$ cat config.mk
export PLATFORM = sky130hd
export DESIGN_NAME = mem_port_arbiter
export DESIGN_NICKNAME = d
export VERILOG_FILES = /design/src/rtl/mem_port_arbiter_pkg.sv /design/src/rtl/mem_port_arbiter.sv
export SDC_FILE = /design/constraint.sdc
export NUM_CORES = 1
export LEC_CHECK = 0
export CORE_AREA = 3 3 107 109
export CTS_BUF_LIST = sky130_fd_sc_hd__clkbuf_4 sky130_fd_sc_hd__clkbuf_8
export DETAILED_ROUTE_END_ITERATION = 8
export DIE_AREA = 0 0 110 112
export DONT_BUFFER_PORTS = 1
export HOLD_SLACK_MARGIN = 0.08
export MAX_ROUTING_LAYER = met4
export PLACE_DENSITY = 0.31
export REMOVE_ABC_BUFFERS = 1
export SLEW_MARGIN = 10
export SYNTH_ARGS = -nofsm -noshare
export SYNTH_HDL_FRONTEND = slang
export SYNTH_SLANG_ARGS = --single-unit
export TNS_END_PERCENT = 50
$ cat constraint.sdc
create_clock -name clk -period 5.4 [get_ports clk]
set_input_delay 0.81 -clock clk [delete_from_list [all_inputs] [get_ports clk]]
set_output_delay 0.81 -clock clk [all_outputs]
set_load 0.02 [all_outputs]
$ cat src/rtl/mem_port_arbiter_pkg.sv
// rtl/mem_port_arbiter_pkg.sv - shared types for the IF/DM memory port arbiter
package mem_port_arbiter_pkg;

  // Arbiter FSM: nothing presented, presented but not yet granted, granted and awaiting response
  typedef enum logic [1:0] {
    ARB_IDLE = 2'd0,
    ARB_REQ  = 2'd1,
    ARB_WAIT = 2'd2
  } arb_state_t;

  // Requester that currently owns the memory port
  typedef enum logic {
    OWNER_IF = 1'b0,
    OWNER_DM = 1'b1
  } mem_owner_t;

  // Width of a counter that must hold values 0..max_consec inclusive
  function automatic int cnt_width(input int max_consec);
    return (max_consec < 1) ? 1 : $clog2(max_consec + 1);
  endfunction

endpackage

$ cat src/rtl/mem_port_arbiter.sv
// rtl/mem_port_arbiter.sv - single-port memory arbiter between instruction fetch and data memory
module mem_port_arbiter
  import mem_port_arbiter_pkg::*;
#(
  parameter int ADDR_W        = 32,
  parameter int DATA_W        = 32,
  parameter int DM_MAX_CONSEC = 4
) (
  input  logic                clk,
  input  logic                rst_n,
  // instruction fetch port
  input  logic                if_req,
  input  logic [ADDR_W-1:0]   if_addr,
  input  logic                if_flush,
  output logic                if_gnt,
  output logic                if_rvalid,
  output logic [DATA_W-1:0]   if_rdata,
  // data memory port
  input  logic                dm_req,
  input  logic                dm_we,
  input  logic [ADDR_W-1:0]   dm_addr,
  input  logic [DATA_W/8-1:0] dm_be,
  input  logic [DATA_W-1:0]   dm_wdata,
  output logic                dm_gnt,
  output logic                dm_rvalid,
  output logic [DATA_W-1:0]   dm_rdata,
  // shared memory interface
  output logic                mem_req,
  output logic                mem_we,
  output logic [ADDR_W-1:0]   mem_addr,
  output logic [DATA_W/8-1:0] mem_be,
  output logic [DATA_W-1:0]   mem_wdata,
  input  logic                mem_gnt,
  input  logic                mem_rvalid,
  input  logic [DATA_W-1:0]   mem_rdata,
  // status
  output logic                busy
);

  localparam int               BE_W    = DATA_W / 8;
  localparam int               CNT_W   = cnt_width(DM_MAX_CONSEC);
  localparam logic [CNT_W-1:0] CNT_MAX = CNT_W'(DM_MAX_CONSEC);

  arb_state_t       state_q, state_d;
  mem_owner_t       owner_q, owner_d;
  logic [CNT_W-1:0] cnt_q, cnt_d;
  logic             drop_q, drop_d;

  mem_owner_t       sel_owner;
  logic             issue;
  logic             in_wait;
  logic             fetch_pending;

  // Pick the requester driving the memory port this cycle; owner is locked once presented
  always_comb begin
    sel_owner = owner_q;
    issue     = 1'b0;
    case (state_q)
      ARB_IDLE: begin
        issue = if_req | dm_req;
        // DM has priority unless IF has already been passed over DM_MAX_CONSEC times
        if (dm_req && !(if_req && (cnt_q == CNT_MAX))) begin
          sel_owner = OWNER_DM;
        end else begin
          sel_owner = OWNER_IF;
        end
      end
      ARB_REQ: begin
        issue = 1'b1;
      end
      default: begin
        issue = 1'b0;
      end
    endcase
  end

  // Route the selected requester onto the memory bus; fields are zero when nothing is presented
  always_comb begin
    mem_req   = issue;
    mem_we    = 1'b0;
    mem_addr  = '0;
    mem_be    = '0;
    mem_wdata = '0;
    if (issue) begin
      if (sel_owner == OWNER_DM) begin
        mem_we    = dm_we;
        mem_addr  = dm_addr;
        mem_be    = dm_be;
        mem_wdata = dm_wdata;
      end else begin
        // fetches are always full-word reads
        mem_addr  = if_addr;
        mem_be    = {BE_W{1'b1}};
      end
    end
  end

  // Grants follow mem_gnt combinationally; responses go to the locked owner only
  always_comb begin
    in_wait   = (state_q == ARB_WAIT);
    if_gnt    = issue & mem_gnt & (sel_owner == OWNER_IF);
    dm_gnt    = issue & mem_gnt & (sel_owner == OWNER_DM);
    if_rvalid = in_wait & mem_rvalid & (owner_q == OWNER_IF) & ~drop_q;
    dm_rvalid = in_wait & mem_rvalid & (owner_q == OWNER_DM);
    if_rdata  = mem_rdata;
    dm_rdata  = mem_rdata;
    busy      = (state_q != ARB_IDLE);
  end

  // Next-state logic for the arbiter FSM and the owner lock
  always_comb begin
    state_d = state_q;
    owner_d = owner_q;
    case (state_q)
      ARB_IDLE: begin
        if (issue) begin
          owner_d = sel_owner;
          state_d = mem_gnt ? ARB_WAIT : ARB_REQ;
        end
      end
      ARB_REQ: begin
        if (mem_gnt) begin
          state_d = ARB_WAIT;
        end
      end
      ARB_WAIT: begin
        if (mem_rvalid) begin
          state_d = ARB_IDLE;
        end
      end
      default: begin
        state_d = ARB_IDLE;
      end
    endcase
  end

  // Fairness counter: counts DM grants that bypassed a waiting fetch, saturating at the limit
  always_comb begin
    cnt_d = cnt_q;
    if (!if_req || if_gnt) begin
      cnt_d = '0;
    end else if (dm_gnt && (cnt_q != CNT_MAX)) begin
      cnt_d = cnt_q + CNT_W'(1);
    end
  end

  // Drop flag: a flush marks the in-flight or just-granted fetch so its response is swallowed
  always_comb begin
    fetch_pending = ((state_q == ARB_REQ) || (state_q == ARB_WAIT)) && (owner_q == OWNER_IF);
    drop_d        = drop_q;
    if (in_wait && mem_rvalid) begin
      drop_d = 1'b0;
    end else if (if_flush && (fetch_pending || if_gnt)) begin
      drop_d = 1'b1;
    end
  end

  // State registers
  always_ff @(posedge clk or negedge rst_n) begin
    if (!rst_n) begin
      state_q <= ARB_IDLE;
      owner_q <= OWNER_IF;
      cnt_q   <= '0;
      drop_q  <= 1'b0;
    end else begin
      state_q <= state_d;
      owner_q <= owner_d;
      cnt_q   <= cnt_d;
      drop_q  <= drop_d;
    end
  end

  // Owner must keep requesting until granted
  assert property (@(posedge clk) disable iff (!rst_n)
    (state_q == ARB_REQ) |-> ((owner_q == OWNER_IF) ? if_req : dm_req))
    else $error("mem_port_arbiter: owner request dropped before grant");

  // A response outside ARB_WAIT (e.g. left over from before a reset) is ignored
  assert property (@(posedge clk) disable iff (!rst_n)
    mem_rvalid |-> (state_q == ARB_WAIT))
    else $warning("mem_port_arbiter: mem_rvalid outside ARB_WAIT ignored");

endmodule

==> impl_metrics.toml <==
[outcome]
status = "finished clean"

[final_layout]
antennaDiodeCount = 0
drive_above_1_share_pct = 5.88
fin_util_pct = 13.4
areaGrowthSynthToFinish_pct = -19.8
nets = 351

[floorplan]
rows = 38
die_area_um2 = 12300
core_area_um2 = 10700
die_w_um = 110
die_h_um = 112
ioPinCount = 279
initial_utilization_pct = 16.7

[synth]
synth_simple_gate_area_share_pct = 32.0
ys_ff_latch = 7
synth_top_cells_by_area = "buf_4, nand2_1, and3_1"
syn_area_per_cell_um2 = 6.33
synth_top_family_by_area = "buffers and inverters"
yosys-top-cells-count = "nand2_1, buf_4, a21oi_1"
synth_mux_area_share_pct = 0.561
ys_async_sr_fraction_pct = 100
synth_edf_count = 0
yosysTopAreaCellShare_pct = 29.0
synth_area_leader_cell = "buf_4"
ys_types = 33
yosys_most_used_dff = "dfrtp_1"
synthCells = 282
synth_most_common_cell = "nand2_1"
netlist_area_um2 = 1780
yosys_warnings = 0
synth-xor-area-share_pct = 0
yosysSeqAreaShare_pct = 9.82
synth_compound_area_share_pct = 18.7
synthAdderAreaFrac_pct = 4.21

[worst_setup_path]
cp.required_ns = 4.59
startpoint_type = "flop"
end_kind = "output pin"
crit_path_end = "mem_addr[30]"
rr_worst_depth = 6
worstPathArrival_ns = 2.76
crit_path_cell_trace = "inv_1 -> ha_1 -> nor2b_2 -> a31o_2 -> nand2_1 -> a21oi_1"
r2r_start = "state_q[0]"
r2r_setup_slack_ns = 2.87
max_stage_delay_ns = 0.87
crit_buf_inv = 1
crit_type = "flop to output pin"
critPathSlowestCell = "a31o_2"
critPathLaunch = "state_q[0]"
crit_cells = 6
path_delay_family = "compound AO/OA/AOI/OAI gates"
rr_endpoint = "drop_q"
crit_fanout = 67

[min_path]
min_path_type = "input pin to asynchronous set/reset pin"

[pwr]
power-per-cell-area_nw_per_um2 = 700
p_leak_nw = 0.692
vdd_drop_max_mv = 0.201
total_power_mw = 1.00

[flow_run]
drv_cap = 0

[timing]
fin_crit_sh_pct = 66.1
timing.fmax_mhz = 280
setup_viol = 0
fin_setup_tns_ns = 0
hold_viol_final = 0
max_slew.worst_pin.slew_ns = 1.15
rsz0062_at_grt = "no"
slew_viol_final = 0
fin_skew_ns = 0.00106
whs_ns = 0.283
slew_headroom_pct = 23.7
period_minus_slack_ns = 3.57
fin_ws_ns = 1.83

[cts]
postCtsSetupRepairBufs = 0
cts_buffers = 3
path_clk_slew_ns = 0.04
htreeDepth = 1
root_buffer = "clkbuf_8"
cts_tree = "yes"
clk-insertion-delay-late_ns = 0.22
clock_sink_count = 7
ctsHoldBuffers = 0
cts_resized = 0
clock_path_buffers = 2

[global_route]
gr-usage-met1_pct = 12.5
grt_usage_pct = 15.5
met3_usage_pct = 14.8
antenna_found_initial = 0
use_met2_pct = 25.8
grt_overflow = 0
grt_pass1_wl_mm = 12.4
grt_max_degree = 68
top_usage_layer = "met2"
first_global_vias = 1385

[routing]
drt_iter0_markers = 71
wl_per_cell_um = 30.1
drc = 0
vias = 1601
drt_first_pass_iters = 4
drt-total-wl_mm = 10.3
detail_route.vias_per_cell = 4.65
drtAntennaViolNets = 0

[placed_design]
dp_slack_ns = 2.07
hpwl_mm = 9.20
io_buffers = 0
gp_congestion = 0.815
-- registers in the layout (all words and copies together) (netlist names) --
name and flops:
cnt_q 3, drop_q 1, owner_q 1, state_q 2
-- area by class of cell --
class                   count  area [um2]
flip-flops and latches      7         175
well taps                 140         175
repair buffers              1        7.51
clock buffers               4        48.8
inverters                   9        33.8
multi-input cells         183         990
fillers                  1261        9270
-- cell families (layout without fill, tap and decap cells) --
logic type | after synthesis | after routing
AO/OA/AOI/OAI | 53 | 53
adder cells (fa/ha/maj) | 6 | 6
multiplexers | 1 | 1
AND/OR/NAND/NOR | 123 | 123
flip-flops | 7 | 7
buffers and inverters | 92 | 14
-- cell usage in the layout (no fill, tap or decap) --
| cell type | instances |
|---|---|
| nand2_1 | 71 |
| a21oi_1 | 34 |
| and3_1 | 33 |
| nor2_1 | 10 |
| inv_1 | 9 |
| dfrtp_1 | 7 |
| ha_1 | 6 |
| o21ai_0 | 3 |
| clkbuf_8 | 3 |
| nor2_2 | 2 |
| nor3_1 | 2 |
| a31oi_1 | 2 |
| a221o_1 | 2 |
| a21o_1 | 2 |
| o211a_1 | 1 |
| nand3_2 | 1 |
| nor2b_2 | 1 |
| a31oi_4 | 1 |
| a31o_2 | 1 |
| o21ai_2 | 1 |
| nand2b_1 | 1 |
| o32ai_1 | 1 |
| o22ai_1 | 1 |
| nor2b_1 | 1 |
| a2111oi_1 | 1 |
| o21a_1 | 1 |
| nand3b_1 | 1 |
| o221a_1 | 1 |
| o211ai_1 | 1 |
| mux2i_1 | 1 |
| clkbuf_4 | 1 |
| buf_4 | 1 |
-- worst min path at each step --
stage / end / slack (ns) / start / cells after the start
after global placement: state_q[1] / 0.50 / state_q[1] / 1
final: cnt_q[1] / 0.28 / rst_n / 0
after global routing: drop_q / 0.27 / rst_n / 0
after detailed placement: state_q[1] / 0.50 / state_q[1] / 1
after floorplan: state_q[1] / 0.48 / state_q[1] / 1
after CTS: cnt_q[2] / 0.27 / rst_n / 0
-- routing by layer --
| metal | vias to the layer above | wire, um | part of all wire [%] |
|---|---|---|---|
| met4 | 0 | 110 | 1.1 |
| met2 | 175 | 5190 | 50 |
| li1 | 708 | - | - |
| met5 | - | 0 | 0 |
| met1 | 710 | 2850 | 28 |
| met3 | 8 | 2200 | 21 |
-- stage by stage --
| step | instances | instance area [um2] |
|---|---|---|
| finish | 344 | 1430 |
| global route | 344 | 1430 |
| CTS | 344 | 1430 |
| detailed placement | 340 | 1380 |
| global placement | 340 | 1380 |
| floorplan | 199 | 1200 |
-- where the power goes --
| group | switching, mW | internal (mW) |
|---|---|---|
| registers | 0.0122 | 0.0678 |
| logic | 0.664 | 0.181 |
| clock network | 0.0205 | 0.0559 |
No activity file was read; power rests on OpenSTA's default activity.
